### src/rtl/bp_trace_decoder_if.sv
// Trace-decoder bus: the trace-FIFO drain side and the record output side.
// master = host/bench side that feeds packets and consumes records.
// slave  = the decoder itself.
interface bp_trace_decoder_if #(
  parameter int vaddr_width_p = 39,
  parameter int trace_width_p = 64,
  parameter int instr_width_p = 32,
  parameter int count_width_p = 16
);
  logic [trace_width_p-1:0] trace_data_i;
  logic                     trace_v_i;
  logic                     trace_ready_o;
  logic [vaddr_width_p-1:0] record_pc_o;
  logic [instr_width_p-1:0] record_instr_o;
  logic [count_width_p-1:0] record_seq_o;
  logic                     record_v_o;
  logic                     record_ready_i;

  modport master (
    output trace_data_i, trace_v_i, record_ready_i,
    input  trace_ready_o, record_pc_o, record_instr_o, record_seq_o, record_v_o
  );

  modport slave (
    input  trace_data_i, trace_v_i, record_ready_i,
    output trace_ready_o, record_pc_o, record_instr_o, record_seq_o, record_v_o
  );
endinterface

### src/rtl/bp_trace_decoder.sv
// Commit-trace decoder: turns SYNC/INSTR/JUMP trace packets into a stream of
// (PC, instruction, sequence) records through a single registered output slot.
module bp_trace_decoder #(
  parameter int vaddr_width_p = 39,
  parameter int trace_width_p = 64,
  parameter int instr_width_p = 32,
  parameter int count_width_p = 16
) (
  input  logic                     clk_i,
  input  logic                     reset_n_i,
  bp_trace_decoder_if.slave        bus_if,
  output logic                     synced_o,
  output logic                     error_o,
  output logic [count_width_p-1:0] drop_count_o
);

  localparam logic [1:0] PKT_SYNC  = 2'b00;
  localparam logic [1:0] PKT_INSTR = 2'b01;
  localparam logic [1:0] PKT_JUMP  = 2'b10;

  typedef enum logic {ST_UNSYNCED = 1'b0, ST_SYNCED = 1'b1} state_t;

  state_t                   r_state;
  state_t                   w_state_next;
  logic [vaddr_width_p-1:0] r_pc;
  logic [vaddr_width_p-1:0] w_pc_next;
  logic [count_width_p-1:0] r_seq;
  logic [count_width_p-1:0] r_drop;
  logic                     r_error;
  logic                     r_rec_v;
  logic [vaddr_width_p-1:0] r_rec_pc;
  logic [instr_width_p-1:0] r_rec_instr;
  logic [count_width_p-1:0] r_rec_seq;

  logic                     w_ready;
  logic                     w_accept;
  logic [1:0]               w_type;
  logic [vaddr_width_p-1:0] w_payload_pc;
  logic [instr_width_p-1:0] w_instr;
  logic [vaddr_width_p-1:0] w_pc_step;
  logic                     w_load_record;
  logic                     w_drop;
  logic                     w_error_set;

  // Uniform flow control: any packet type waits while the slot is full and not draining.
  assign w_ready      = ~r_rec_v | bus_if.record_ready_i;
  assign w_accept     = bus_if.trace_v_i & w_ready;
  assign w_type       = bus_if.trace_data_i[trace_width_p-1 -: 2];
  assign w_payload_pc = bus_if.trace_data_i[vaddr_width_p-1:0];
  assign w_instr      = bus_if.trace_data_i[instr_width_p-1:0];
  // Low bits 2'b11 mark a full 4-byte instruction; anything else is compressed.
  assign w_pc_step    = (w_instr[1:0] == 2'b11) ? vaddr_width_p'(4) : vaddr_width_p'(2);

  // Next-state, PC update and side-effect decode for the accepted packet.
  always_comb begin
    w_state_next  = r_state;
    w_pc_next     = r_pc;
    w_load_record = 1'b0;
    w_drop        = 1'b0;
    w_error_set   = 1'b0;
    if (w_accept) begin
      case (w_type)
        PKT_SYNC: begin
          w_pc_next    = w_payload_pc;
          w_state_next = ST_SYNCED;
        end
        PKT_INSTR: begin
          if (r_state == ST_SYNCED) begin
            w_load_record = 1'b1;
            w_pc_next     = r_pc + w_pc_step;
          end else begin
            w_drop = 1'b1;
          end
        end
        PKT_JUMP: begin
          if (r_state == ST_SYNCED) begin
            w_pc_next = w_payload_pc;
          end else begin
            w_drop = 1'b1;
          end
        end
        default: begin
          // Reserved type: stream is corrupt, lose sync until the next SYNC.
          w_error_set  = 1'b1;
          w_state_next = ST_UNSYNCED;
        end
      endcase
    end
  end

  // Decoder state, running PC, sequence number, error flag and drop counter.
  always_ff @(posedge clk_i or negedge reset_n_i) begin
    if (!reset_n_i) begin
      r_state <= ST_UNSYNCED;
      r_pc    <= '0;
      r_seq   <= '0;
      r_drop  <= '0;
      r_error <= 1'b0;
    end else begin
      r_state <= w_state_next;
      r_pc    <= w_pc_next;
      if (w_load_record) begin
        r_seq <= r_seq + 1'b1;
      end
      if (w_drop && (r_drop != '1)) begin
        r_drop <= r_drop + 1'b1;
      end
      if (w_error_set) begin
        r_error <= 1'b1;
      end
    end
  end

  // Single output slot: a new INSTR wins over a drain, so drain+load keeps valid high.
  always_ff @(posedge clk_i or negedge reset_n_i) begin
    if (!reset_n_i) begin
      r_rec_v     <= 1'b0;
      r_rec_pc    <= '0;
      r_rec_instr <= '0;
      r_rec_seq   <= '0;
    end else if (w_load_record) begin
      r_rec_v     <= 1'b1;
      r_rec_pc    <= r_pc;
      r_rec_instr <= w_instr;
      r_rec_seq   <= r_seq;
    end else if (r_rec_v && bus_if.record_ready_i) begin
      r_rec_v <= 1'b0;
    end
  end

  assign bus_if.trace_ready_o  = w_ready;
  assign bus_if.record_v_o     = r_rec_v;
  assign bus_if.record_pc_o    = r_rec_pc;
  assign bus_if.record_instr_o = r_rec_instr;
  assign bus_if.record_seq_o   = r_rec_seq;
  assign synced_o              = (r_state == ST_SYNCED);
  assign error_o               = r_error;
  assign drop_count_o          = r_drop;

endmodule

### src/flat_wrapper.sv
// flat-port wrapper written by rule: the top's interface ports become plain ports
module bp_trace_decoder_flat 
#(
  parameter int vaddr_width_p = 39,
  parameter int trace_width_p = 64,
  parameter int instr_width_p = 32,
  parameter int count_width_p = 16
)
  (clk_i, reset_n_i, synced_o, error_o, drop_count_o, bus_if_trace_data_i, bus_if_trace_v_i, bus_if_record_ready_i, bus_if_trace_ready_o, bus_if_record_pc_o, bus_if_record_instr_o, bus_if_record_seq_o, bus_if_record_v_o);
  bp_trace_decoder_if #(.vaddr_width_p(vaddr_width_p), .trace_width_p(trace_width_p), .instr_width_p(instr_width_p), .count_width_p(count_width_p)) bus_if_i ();
  input  logic clk_i;
  input  logic reset_n_i;
  output logic synced_o;
  output logic error_o;
  output logic [count_width_p-1:0] drop_count_o;
  input wire logic [$bits(bus_if_i.trace_data_i)-1:0] bus_if_trace_data_i;
  input wire logic [$bits(bus_if_i.trace_v_i)-1:0] bus_if_trace_v_i;
  input wire logic [$bits(bus_if_i.record_ready_i)-1:0] bus_if_record_ready_i;
  output wire logic [$bits(bus_if_i.trace_ready_o)-1:0] bus_if_trace_ready_o;
  output wire logic [$bits(bus_if_i.record_pc_o)-1:0] bus_if_record_pc_o;
  output wire logic [$bits(bus_if_i.record_instr_o)-1:0] bus_if_record_instr_o;
  output wire logic [$bits(bus_if_i.record_seq_o)-1:0] bus_if_record_seq_o;
  output wire logic [$bits(bus_if_i.record_v_o)-1:0] bus_if_record_v_o;
  assign bus_if_i.trace_data_i = bus_if_trace_data_i;
  assign bus_if_i.trace_v_i = bus_if_trace_v_i;
  assign bus_if_i.record_ready_i = bus_if_record_ready_i;
  assign bus_if_trace_ready_o = bus_if_i.trace_ready_o;
  assign bus_if_record_pc_o = bus_if_i.record_pc_o;
  assign bus_if_record_instr_o = bus_if_i.record_instr_o;
  assign bus_if_record_seq_o = bus_if_i.record_seq_o;
  assign bus_if_record_v_o = bus_if_i.record_v_o;
  bp_trace_decoder #(.vaddr_width_p(vaddr_width_p), .trace_width_p(trace_width_p), .instr_width_p(instr_width_p), .count_width_p(count_width_p)) u_core (.clk_i(clk_i), .reset_n_i(reset_n_i), .bus_if(bus_if_i), .synced_o(synced_o), .error_o(error_o), .drop_count_o(drop_count_o));
endmodule
### config.mk
export PLATFORM = sky130hd
export DESIGN_NAME = bp_trace_decoder_flat
export DESIGN_NICKNAME = d
export VERILOG_FILES = /design/src/rtl/bp_trace_decoder_if.sv /design/src/rtl/bp_trace_decoder.sv /design/src/flat_wrapper.sv
export SDC_FILE = /design/constraint.sdc
export NUM_CORES = 1
export LEC_CHECK = 0
export ABC_CLOCK_PERIOD_IN_PS = 2490
export BUFFER_PORTS_ARGS = -buffer_cell sky130_fd_sc_hd__buf_2
export CAP_MARGIN = 40
export CORE_MARGIN = 2
export CORE_UTILIZATION = 30
export DETAILED_ROUTE_END_ITERATION = 7
export PLACE_DENSITY = 0.54
export RECOVER_POWER = 100
export SYNTH_ARGS = -nofsm -noshare
export SYNTH_HDL_FRONTEND = slang
export SYNTH_SLANG_ARGS = --single-unit
### constraint.sdc
create_clock -name clk_i -period 2.49 [get_ports clk_i]
set_clock_uncertainty 0.05 [all_clocks]
set_input_delay 0.249 -clock clk_i [delete_from_list [all_inputs] [get_ports clk_i]]
set_output_delay 0.249 -clock clk_i [all_outputs]
set_load 0.05 [all_outputs]
[After elaboration in Yosys (flattened, before gate mapping)]
Cells that the tools add are included.
Cells by class
  add/sub/neg operators: 3
  equal/unequal tests: 6
  multiplexer cells: 15
  bitwise operators: 4
  reduce and logical (&&, ||, !) cells: 9
Operators by type and width (number)
  $pmux 39 s3: 1
  $mux 39: 2
  $add 39x39->39: 1
  $add 16x1->16 const B: 2
  $ne 16x16->1 const B: 1
  $mux 1: 10
  $eq 2x2->1 const B: 2
  $ne 2x1->1 const B: 2
  $reduce_and 4->1: 1
  $mux 3: 1
  $reduce_bool 3->1: 1
  $reduce_or 3->1: 1
  $eq 2x1->1 const B: 1
  $logic_and 1x1->1: 2
  $logic_not 2->1: 1
  $not 1->1: 2
  $pmux 1 s2: 1
  $reduce_and 2->1: 1
  $reduce_bool 2->1: 1
  $reduce_or 2->1: 1
  $and 1x1->1: 1
  $or 1x1->1: 1
Word-level totals
  flip-flop bits (word level): 161
  bits of input ports: 68
  output and inout port bits: 107
  logic and storage cells: 46

[Longest topological paths before layout]
  depth after elaboration: 5
  depth in mapped cells: 9
  mapped depth without buffers: 9

[Least setup slack after synthesis]
OpenSTA, ideal clock, no wires.
  path kind: input to register
  start point: input port bus_if_trace_data_i[0]
  end point: register u_core.r_pc[33]
  arrival: 2.517 ns
  path slack: -0.146 ns
  cell stages on the path: 9
  buffers on the path: 0
  path through: nand2_1 ha_1 inv_1 fa_1 and3b_1 nand3_1 or4_1 or4_1 nand3_1
Between the ends
  cells in the longest elaborated chain, start to end: 5
RTL lines
  start: declaration: RTL line flat_wrapper.sv:16  | input wire logic [$bits(bus_if_i.trace_data_i)-1:0] bus_if_trace_data_i;
  $eq 2x2->1: RTL line bp_trace_decoder.sv:52  | assign w_pc_step = (w_instr[1:0] == 2'b11) ? vaddr_width_p'(4) : vaddr_width_p'(2);
  $mux 3: RTL line bp_trace_decoder.sv:52
  $add 39x39->39: RTL line bp_trace_decoder.sv:70  | w_pc_next = r_pc + w_pc_step;
  $mux 39: RTL line bp_trace_decoder.sv:68  | if (r_state == ST_SYNCED) begin
  $pmux 39 s3: RTL line bp_trace_decoder.sv:62  | case (w_type)
  end signal: assignment: RTL line bp_trace_decoder.sv:101  | r_pc <= w_pc_next;
  end: declaration: RTL line bp_trace_decoder.sv:25  | logic [vaddr_width_p-1:0] r_pc;
No other way between the ends. The select of a mux whose other input is x is not followed.
A chain may end at the register's enable or synchronous reset.

[Worst setup path in the final report]
  start point: register u_core.r_pc[1]
  end point: register u_core.r_pc[33]
Between the ends
  cells in the longest elaborated chain, start to end: 3
RTL lines (RTL line)
  $add 39x39->39: bp_trace_decoder.sv:70
  $mux 39: bp_trace_decoder.sv:68
  $pmux 39 s3: bp_trace_decoder.sv:62
No other way between the ends. The select of a mux whose other input is x is not followed.

==> results.md <==
* Chip Height at 162 um
* Psw at 4.89 mW
* Sequential share of the synthesized area at about 54%
* Routability cong. at 0.820
* First-pass GRT wire length at 36000 um
* Area share of the largest cell type after synthesis at 53.7%
* Clk slew on worst S/H paths at 0.07 ns
* Final WL at 21900 um
* Detail Placement HPWL at approximately 15000 um
* Drt drc at 0
* Max cap viols at 1
* Count of final hold-check violations at 0
* Crit-path max FO at 4
* Synthesized cell area at between 7000 and 8000 um2
* Tcrit/Tclk final at 96.3%
* Synthesis-to-finish area growth at 28.1%
* Comb power frac at 36.6%
* Setup crit start kind: register
* Vias per cell at 4.82
* Sequential cell area at between 4000 and 5000 um2
* Die Span X at 162 um
* Port Buf Inserts at 151
* Num CTS Buffers at 17
* Top-count cell post-synth: nand2_1
* Vias at 6602
* Pre-CTS worst setup slack at -0.187 ns
* Largest net degree at the start of global routing at 66
* Top cells by area, synth: dfrtp_1, nand2_1, xnor2_1
* Total power at 10.8 mW
* Fmax at about 420 MHz
* Worst path cell trace: ha_1 > inv_1 > fa_2 > and3b_2 > nand3_4 > or4_4 > or4_1 > nand3_1
* Worst EP required at 2.80 ns
* Slew Viols, Final at 53
* NumNets Final at 1108
* Setup TNS at 0 ns
* Failing checks: max-capacitance violations, max-slew violations
* RSZ-0062 raised after global routing: false
* Fillers at 2507
* Hold WC Path Type: input port to register
* Rows at 57
* P_leak at ~4.4 nW
* Final WS setup at 0.0932 ns
* Vias in the first global route at 6528
* Syn_area_per_cell at 8.97 um2
* Net Sw Frac at 45.2%
* Clock network fraction of design power at 26.8%
* Root Buffer: clkbuf_16
* Sequential share of power at a little over a third
* Fraction of layout cells with a size suffix above 1 at 12.7%
* Primary FF master, synth: dfrtp_1
* CTS tree: yes
* Clk_lat worst skew at 0.43 ns
* # IOs at between 150 and 200
* Final ANT Viol Nets at 0
* Worst rel slew slack at -0.875%
* Power per cell area at 1120 nW/um2
* Sink Count at 161
* Gr usage total at 17.3%
* Setup-failing EPs final at 0
* H-tree depth at 4
* Yosys top cell by area: dfrtp_1
* Synthesized instance count at about 840
* FFs w/ async S/R, synth at 100%
* Die ar. at 26300 um2
* Period minus WS final at between 2 and 2.5 ns
* Syn nets at 914
* VDD IR max at 0.514 mV
* Yosys reg bits at 161
* Least-Margin Pin Slew at 1.51 ns
* Critical path arrival at 2.71 ns
* Multi-input logic area at 3260 um2
* Initial antenna violation count at 2
* Pint at 5.92 mW
* Status: finished, violations left
* DRT iter0 DRCs at around 430
* WL/cell at 16.0 um
* Worst path max stage delay at 0.47 ns
* Grt total ovfl at 0
* Longest Clk Path Bufs at 2
* Worst setup EP type: register
* Count of warnings emitted by yosys at 0
* Core Box Area at about 24000 um2
* Number of flops mapped to enable cells by yosys at 0
* Iteration count of the initial detailed-routing pass at 4
* Slowest CP cell: or4_1
* Initial Util at between 30% and 40%
* Yosys cell types at 52
* Commonest cells post-synth: nand2_1, dfrtp_1, clkbuf_1
* Critical path type: register to register
## power groups by stage
| stage | sequential, mW | combinational (mW) | clock, mW |
|---|---|---|---|
| after global routing | 4.06 | 4.26 | 3.09 |
| after floorplan | 5.94 | 0.983 | 0 |
| after detailed placement | 3.98 | 4.14 | 0 |
| after CTS | 3.94 | 4.18 | 2.99 |
| after global placement | 3.97 | 4.11 | 0 |
| final | 3.96 | 3.96 | 2.90 |
## final timing paths
| path | from | end | slack (ns) | cells after the start |
|---|---|---|---|---|
| worst min register to register | u_core.bus_if.record_instr_o[27]$_DFFE_PN0P_ | u_core.bus_if.record_instr_o[27]$_DFFE_PN0P_ | 0.42 | 2 |
| min in group asynchronous | reset_n_i | u_core.drop_count_o[11]$_DFFE_PN0P_ | 0.67 | 2 |
| worst min-delay path | bus_if_trace_data_i[16] | u_core.bus_if.record_instr_o[16]$_DFFE_PN0P_ | 0.02 | 3 |
| worst max register to register | u_core.r_pc[1]$_DFFE_PN0P_ | u_core.r_pc[33]$_DFFE_PN0P_ | 0.09 | 8 |
| max in group asynchronous | reset_n_i | u_core.r_pc[10]$_DFFE_PN0P_ | 0.46 | 3 |
| worst max-delay path | u_core.r_pc[1]$_DFFE_PN0P_ | u_core.r_pc[33]$_DFFE_PN0P_ | 0.09 | 8 |
## what timing repair did
item | 4_1_cts | 5_1_grt
gates cloned | 0 | 0
pin swaps | 1 | 0
gates resized for setup | 1 | 3
setup endpoints to repair | 1 | 8
hold buffers | 26 | 0
setup buffers | 0 | 1
hold endpoints to repair | 77 | 0
## logic make-up (layout without fill, tap and decap cells)
family,count (synthesis),in the layout,synth area share [%]
AOI/OAI and AO/OA,115,115,9.86
buffers and inverters,63,270,3.25
other,0,2,0
and+or+nand+nor,453,453,27.3
adders and majority gates,10,10,1.77
DFF,161,161,53.7
muxes,6,6,0.867
xor gates and xnor gates,28,28,3.27
## layout make-up
| type | count | area share, % |
|---|---|---|
| clock buffer | 17 | 4.43 |
| inverter | 18 | 0.703 |
| tap | 324 | 4.22 |
| timing repair buffer | 220 | 12.5 |
| sequential | 161 | 41.9 |
| clock inverter | 15 | 2.28 |
| multi-input combinational | 612 | 33.9 |
| antenna | 2 | 0.0521 |
## stage by stage
stage,instance area (um2),hold slack [ns],instances,utilization [%]
detailed placement,8910,0.203,1308,36.4
floorplan,7520,-0.0966,836,-
finish,9610,0.0186,1369,39.3
global placement,8910,0.203,1308,36.4
CTS,9820,0.000495,1366,40.1
global route,9610,0.0323,1368,39.3
## sequential cells by signal, summed over array words and instances (netlist names)
name,flops
u_core.bus_if.record_seq_o,16
u_core.r_seq,16
u_core.bus_if.record_pc_o,39
u_core.bus_if.record_v_o,1
u_core.synced_o,1
u_core.drop_count_o,16
u_core.r_pc,39
u_core.bus_if.record_instr_o,32
u_core.error_o,1
## critical path: cells and delay by family (launching register included)
family	cells	cell delay [ns]
adder cells (fa/ha/maj)	2	0.49
buffers and inverters	1	0.05
flip-flops	1	0.35
AND/OR/NAND/NOR	5	1.38
## cell usage in the layout, fill, tap and decap left out, drive strengths merged, types with 3 or more instances in the layout
cell type,Yosys,layout
or4,4,4
nand4,21,21
nand2,296,296
clkbuf,37,136
o311a,3,3
and4,10,10
o21ai,27,27
and3,14,14
o22ai,12,12
nor3,17,17
nand3,33,33
nor2b,3,3
nand2b,3,3
buf,8,75
nor4,13,13
a21o,3,3
nor2,20,20
xor2,7,7
and2,3,3
or3,8,8
xnor2,21,21
dlygate4sd3,0,26
inv,18,26
a21oi,32,32
o311ai,3,3
a211oi,7,7
bufinv,0,4
a2bb2oi,13,13
dfrtp,161,161
ha,9,9
mux2,4,4
o211ai,4,4
## routing by layer
layer	GRT usage [%]	part of all wire (%)
met5	0	0
met4	5.07	1.1
met3	3.68	3.7
met2	26.8	47
met1	24.3	48
No activity file was read; power rests on OpenSTA's default activity.
